--- config.mk ---
export PLATFORM = sky130hd
export DESIGN_NAME = lane_obj_gen
export DESIGN_NICKNAME = d
export VERILOG_FILES = /design/src/rtl/lane_obj_gen.sv
export SDC_FILE = /design/constraint.sdc
export NUM_CORES = 1
export LEC_CHECK = 0
export ABC_AREA = 1
export BUFFER_PORTS_ARGS = -buffer_cell sky130_fd_sc_hd__buf_2
export CAP_MARGIN = 20
export CORE_UTILIZATION = 46
export CTS_CLUSTER_SIZE = 24
export DETAILED_ROUTE_END_ITERATION = 12
export PLACE_DENSITY = 0.69
export SLEW_MARGIN = 30
export SYNTH_ARGS = -nofsm -noshare
export SYNTH_HDL_FRONTEND = slang
export SYNTH_SLANG_ARGS = --single-unit
--- constraint.sdc ---
create_clock -name clk -period 2.3 [get_ports clk]
set_input_delay 0.69 -clock clk [delete_from_list [all_inputs] [get_ports clk]]
set_output_delay 0.69 -clock clk [all_outputs]
set_load 0.01 [all_outputs]
--- src/rtl/lane_obj_gen.sv ---
// lane_obj_gen: generator for N horizontal lanes of scrolling objects (cars, logs).
// Each lane keeps an offset that advances once per frame on refresh_tick and wraps
// modulo the object period. Per pixel it reports whether the pixel lies on an
// object, plus the sprite ROM row/col. The result is registered to line up with a
// 1-cycle sprite ROM. It also latches a per-frame frog/object overlap flag.
//
// Ports:
//   clk, reset          clock, asynchronous active-high reset
//   x, y                current pixel from the vga controller
//   refresh_tick        1-clk pulse per frame
//   run                 1: lanes advance on refresh_tick, 0: frozen
//   lane_speed          3 bits per lane, px/frame
//   lane_dir            1 bit per lane, 0 = right, 1 = left
//   x_frog_l, y_frog_t  frog box top-left corner
//   obj_on              pixel (1 clk earlier) lies on an object
//   obj_lane/col/row    lane index, sprite column and row of that pixel (0 when off)
//   hit                 frog overlapped an object during the previous frame
//
// Optional feature, enabled by defining LANE_CARRY_EN:
//   carry_valid, carry_dx  the frog centre pixel was on an object last frame, and
//                          the signed per-frame drift of that lane.
module lane_obj_gen #(
    parameter int N_LANES    = 5,
    parameter int LANE_H     = 32,
    parameter int Y_BASE     = 260,
    parameter int P_LOG2     = 7,
    parameter int OBJ_W      = 64,
    parameter int PHASE_STEP = 32,
    parameter int FROG_SIZE  = 28
) (
    input  logic                   clk,
    input  logic                   reset,
    input  logic [9:0]             x,
    input  logic [9:0]             y,
    input  logic                   refresh_tick,
    input  logic                   run,
    input  logic [3*N_LANES-1:0]   lane_speed,
    input  logic [N_LANES-1:0]     lane_dir,
    input  logic [9:0]             x_frog_l,
    input  logic [9:0]             y_frog_t,
    output logic                   obj_on,
    output logic [2:0]             obj_lane,
    output logic [P_LOG2-1:0]      obj_col,
    output logic [4:0]             obj_row,
    output logic                   hit
`ifdef LANE_CARRY_EN
    ,
    output logic                   carry_valid,
    output logic signed [3:0]      carry_dx
`endif
);

    localparam int LH_LOG2 = $clog2(LANE_H);
    localparam logic [10:0] Y_LO     = 11'(Y_BASE);
    localparam logic [10:0] Y_HI     = 11'(Y_BASE + N_LANES * LANE_H);
    localparam logic [10:0] ROW_MASK = 11'(LANE_H - 1);
    localparam logic [10:0] FROG_EXT = 11'(FROG_SIZE - 1);
    localparam logic [P_LOG2-1:0] OBJ_W_L = P_LOG2'(OBJ_W);

    function automatic logic [P_LOG2-1:0] reset_off(input int l);
        return P_LOG2'((l * PHASE_STEP) % (1 << P_LOG2));
    endfunction

    logic [P_LOG2-1:0] off [N_LANES];

    // Stage p0: lane decode, phase and collision term (combinational)
    logic [10:0]       dy_p0;
    logic              lane_ok_p0;
    logic [2:0]        lane_p0;
    logic [4:0]        row_p0;
    logic [P_LOG2-1:0] off_sel_p0;
    logic [P_LOG2-1:0] ph_p0;
    logic              vld_p0;
    logic              frog_px_p0;
    logic              hit_term_p0;
    logic [10:0]       fx_hi, fy_hi;

    assign dy_p0      = {1'b0, y} - Y_LO;
    assign lane_ok_p0 = ({1'b0, y} >= Y_LO) && ({1'b0, y} < Y_HI);
    assign lane_p0    = 3'(dy_p0 >> LH_LOG2);
    assign row_p0     = 5'(dy_p0 & ROW_MASK);

    always_comb begin
        off_sel_p0 = '0;
        for (int l = 0; l < N_LANES; l++) begin
            if (lane_p0 == 3'(l)) off_sel_p0 = off[l];
        end
    end

    // Modulo-P subtraction makes objects straddling the screen edges wrap seamlessly.
    assign ph_p0  = x[P_LOG2-1:0] - off_sel_p0;
    assign vld_p0 = lane_ok_p0 && (x < 10'd640) && (ph_p0 < OBJ_W_L);

    assign fx_hi       = {1'b0, x_frog_l} + FROG_EXT;
    assign fy_hi       = {1'b0, y_frog_t} + FROG_EXT;
    assign frog_px_p0  = (x >= x_frog_l) && ({1'b0, x} <= fx_hi) &&
                         (y >= y_frog_t) && ({1'b0, y} <= fy_hi);
    assign hit_term_p0 = frog_px_p0 && vld_p0;

    // Per-lane offsets; the pixel path on a tick clock still sees the old offset.
    always_ff @(posedge clk or posedge reset) begin
        if (reset) begin
            for (int l = 0; l < N_LANES; l++) off[l] <= reset_off(l);
        end else if (refresh_tick && run) begin
            for (int l = 0; l < N_LANES; l++) begin
                if (lane_dir[l]) off[l] <= off[l] - P_LOG2'(lane_speed[3*l +: 3]);
                else             off[l] <= off[l] + P_LOG2'(lane_speed[3*l +: 3]);
            end
        end
    end

    // Stage p1: registered pixel result, aligned with sprite ROM latency
    logic              vld_p1;
    logic [2:0]        lane_p1;
    logic [P_LOG2-1:0] col_p1;
    logic [4:0]        row_p1;

    always_ff @(posedge clk or posedge reset) begin
        if (reset) begin
            vld_p1  <= 1'b0;
            lane_p1 <= '0;
            col_p1  <= '0;
            row_p1  <= '0;
        end else begin
            vld_p1  <= vld_p0;
            lane_p1 <= vld_p0 ? lane_p0 : 3'd0;
            col_p1  <= vld_p0 ? ph_p0   : '0;
            row_p1  <= vld_p0 ? row_p0  : 5'd0;
        end
    end

    assign obj_on   = vld_p1;
    assign obj_lane = lane_p1;
    assign obj_col  = col_p1;
    assign obj_row  = row_p1;

    // Collision accumulator; on a tick the clear wins but the same-clock term is kept.
    logic hit_acc;

    always_ff @(posedge clk or posedge reset) begin
        if (reset) begin
            hit_acc <= 1'b0;
            hit     <= 1'b0;
        end else if (refresh_tick) begin
            hit     <= hit_acc | hit_term_p0;
            hit_acc <= 1'b0;
        end else if (hit_term_p0) begin
            hit_acc <= 1'b1;
        end
    end

`ifdef LANE_CARRY_EN
    // Track which lane (if any) held the frog centre pixel during the frame.
    logic [10:0]      cx, cy;
    logic             ctr_now;
    logic             ctr_acc;
    logic [2:0]       ctr_lane_acc;
    logic [2:0]       ctr_lane;
    logic             ctr_any;
    logic [2:0]       c_spd;
    logic             c_dir;
    logic signed [3:0] c_spd_s;

    assign cx      = {1'b0, x_frog_l} + 11'(FROG_SIZE / 2);
    assign cy      = {1'b0, y_frog_t} + 11'(FROG_SIZE / 2);
    assign ctr_now = vld_p0 && ({1'b0, x} == cx) && ({1'b0, y} == cy);
    assign ctr_any = ctr_acc | ctr_now;
    assign ctr_lane = ctr_now ? lane_p0 : ctr_lane_acc;

    always_comb begin
        c_spd = 3'd0;
        c_dir = 1'b0;
        for (int l = 0; l < N_LANES; l++) begin
            if (ctr_lane == 3'(l)) begin
                c_spd = lane_speed[3*l +: 3];
                c_dir = lane_dir[l];
            end
        end
    end

    assign c_spd_s = signed'({1'b0, c_spd});

    always_ff @(posedge clk or posedge reset) begin
        if (reset) begin
            ctr_acc      <= 1'b0;
            ctr_lane_acc <= '0;
            carry_valid  <= 1'b0;
            carry_dx     <= '0;
        end else if (refresh_tick) begin
            carry_valid  <= ctr_any;
            carry_dx     <= !ctr_any ? 4'sd0 : (c_dir ? -c_spd_s : c_spd_s);
            ctr_acc      <= 1'b0;
            ctr_lane_acc <= '0;
        end else if (ctr_now) begin
            ctr_acc      <= 1'b1;
            ctr_lane_acc <= lane_p0;
        end
    end
`endif

endmodule

==> reports/results.tsv <==
metric	value	unit
status	finished with violations	
violations	negative setup slack	
wl_per_cell	14.0	um
slowest_stage	fa_2	
critPathMaxStageDelay	0.42	ns
fillers	849	
critPathRequiredTime	2.49	ns
syn_area	0.00538	sq mm
ant_nets	0	
synth_edf_count	0	
start_util	47.1	%
powerDensity	757	mW/mm^2
cts_num_sinks	53	
rsz0062_at_grt	yes	
rows	39	
clockBufferDepth	2	
cts_root_buf	clkbuf_16	
cts_tree	built	
ir_worst_vdd	0.580	mV
setup_slack	-1.14	ns
die-area	0.0121	sq mm
post-route-util	74.8	%
wl	16.2	mm
portBuffers	80	
async_reset_ff_share	100	%
die_y	110	um
post-place-ws	-1.47	ns
vias	5968	
drive_gt1_share	46.3	%
cp_data_arrival_time	3.63	ns
synth_seq_cells	53	
avgViaCountPerCell	5.15	
ys_seq_area_share	24.7	%
grt_antenna_before_repair	0	
holdBufCountCts	0	
drc	0	
yosysTopAreaCellShare	22.8	%
die_w	110	um
fin_skew	0.00873	ns
path_class	input port to register	
grt_pass1_wl	26.0	mm
grt_max_degree	49	
ys_warn_count	0	
instances_no_fill	1158	
numCtsBuffers	5	
hpwl	12.1	mm
syn_inst	722	
final.min_clock_period	3.44	ns
drv_slew	0	
crit_path_max_fanout	7	
area.growth.synth_to_final	58.8	%
avgSynthCellArea	7.45	sq um
grt.overflow.total	0	
endpoint_kind	register	
place.gp.congestion	0.871	
period_share	150	%
ys_dominant_reg_cell	dfrtp_1	
n_antenna_cell	0	
grtUsageTotal	27.3	%
finalNetCount	1174	
synthTopCellsByArea	dfrtp_1, ha_1, nand2_1	
syn-num-nets	882	
setup_viol	23	
cpMostUsedCell	nand2_2	
cp-start-kind	input port	
hold_viol	0	
max_clock_freq	290	MHz
worstSkewPairLatency	0.29	ns
first_global_vias	6029	
firstDrtPassIters	5	
cap_violations	0	
h-tree-depth	2	
placedCellCount	1120	
synth_area_leader_cell	dfrtp_1	
worstHoldPathType	input port to asynchronous set/reset pin	
synth.distinct_cells	41	
ioPinCount	81	
drtIter0Drc	224	
p_leak	4.55	nW
cts.clk_slew.worst_paths	0.07	ns
design.core.area	0.0114	sq mm
==> metal layers <==
layer / track usage (%) / part of all wire, % / vias up
li1: - / - / 2945
met1: 31.5 / 40 / 2839
met2: 52.4 / 53 / 139
met3: 3.12 / 3.6 / 45
met4: 8.55 / 2.9 / 0
met5: 0 / 0 / -
==> Yosys cell counts (2+ instances only) <==
cell type	instances
fa_1	6
or2_2	5
inv_1	114
xor2_1	26
a31o_2	5
nor3_1	10
nor2_4	10
nand2_4	2
nand4_1	5
o211ai_1	3
dfstp_2	4
dfrtp_1	49
nor2_1	68
o21bai_1	2
nand2_1	157
ha_1	90
o31ai_1	3
a211oi_1	6
a221oi_1	5
a21oi_1	43
clkbuf_1	5
a31oi_1	2
nand2_2	11
o21ai_0	42
nand3_1	22
nor2_2	5
o21a_1	7
o2111ai_1	2
==> state kept, by name, summed over array words and instances (netlist names) <==
signal    cells
obj_lane      3
obj_col       7
obj_row       5
off          35
obj_on        1
hit_acc       1
hit           1
==> report_power, final <==
group / total (mW) / internal (mW) / switching [mW]
combinational: 4.20 / 2.20 / 2.00
clock: 0.744 / 0.405 / 0.339
sequential: 1.53 / 1.25 / 0.276
total: 6.47 / 3.86 / 2.62
==> cells by family (layout without fill, tap and decap cells) <==
family / Yosys count / after routing / synth area share, %
buffers and inverters: 122 / 415 / 8.81
adders and majority gates: 96 / 96 / 23.2
and+or+nand+nor: 298 / 298 / 25.0
AOI/OAI and AO/OA: 126 / 126 / 14.0
DFF: 53 / 53 / 24.7
other: 1 / 1 / 0.0697
xor gates and xnor gates: 26 / 26 / 4.23
==> cells in the final DEF, fill, tap and decap left out, drive strengths merged, types with 6 or more instances in the layout <==
cell type	count
buf	292
nand2	170
inv	114
ha	90
nor2	84
dfrtp	49
a21oi	43
o21ai	42
xor2	26
nand3	23
nor3	10
o21a	7
clkbuf	7
fa	6
a211oi	6
==> cell type report <==
| class | count | area, sq um | area share [%] |
|---|---|---|---|
| well taps | 143 | 179 | 2.09 |
| clock inverters | 1 | 7.51 | 0.0879 |
| inverters | 115 | 536 | 6.27 |
| clock buffers | 7 | 133 | 1.55 |
| repair buffers | 292 | 2170 | 25.4 |
| flip-flops and latches | 53 | 1330 | 15.6 |
| multi-input cells | 547 | 4190 | 49.0 |
==> metrics by stage <==
step / hold WS (ns) / total power, mW / TNS, ns / area, sq um
2_1_floorplan: 0.442 / 3.42 / -20.22 / 5740
3_3_place_gp: 0.468 / 4.81 / -29.24 / 7680
3_5_place_dp: 0.477 / 4.95 / -31.10 / 7680
4_1_cts: 0.278 / 6.18 / -17.03 / 8310
5_1_grt: 0.279 / 6.95 / -22.80 / 8540
6_report: 0.276 / 6.47 / -19.13 / 8540
==> path summary, 6_finish.rpt <==
path / from / slack [ns] / end / depth (start not counted)
max: y[2] / -1.14 / obj_row[1]$_DFF_PP0_ / 29
min: reset / 0.28 / obj_col[6]$_DFF_PP0_ / 2
max reg2reg: off[21]$_DFFE_PP0P_ / -0.34 / obj_row[1]$_DFF_PP0_ / 21
min reg2reg: off[27]$_DFFE_PP0P_ / 0.50 / off[27]$_DFFE_PP0P_ / 1
max in group asynchronous: reset / 1.46 / off[20]$_DFFE_PP1P_ / 3
min in group clk: off[27]$_DFFE_PP0P_ / 0.50 / off[27]$_DFFE_PP0P_ / 1
==> critical path, delay by kind of cell <==
family          cells  cell delay [ns]
fa+ha+maj           3             0.79
buf+inv             8             0.58
simple gates       15             1.12
compound gates      3             0.45
==> timing repair <==
| item | 4_1_cts | 5_1_grt |
|---|---|---|
| pin swaps | 72 | 49 |
| buffers inserted | 24 | 10 |
| gates resized for setup | 80 | 48 |
| endpoints found under the hold margin | 0 | 0 |
| cloned | 0 | 0 |
| setup endpoints to repair | 27 | 28 |
Note: power is estimated with default switching activity, not from simulation.
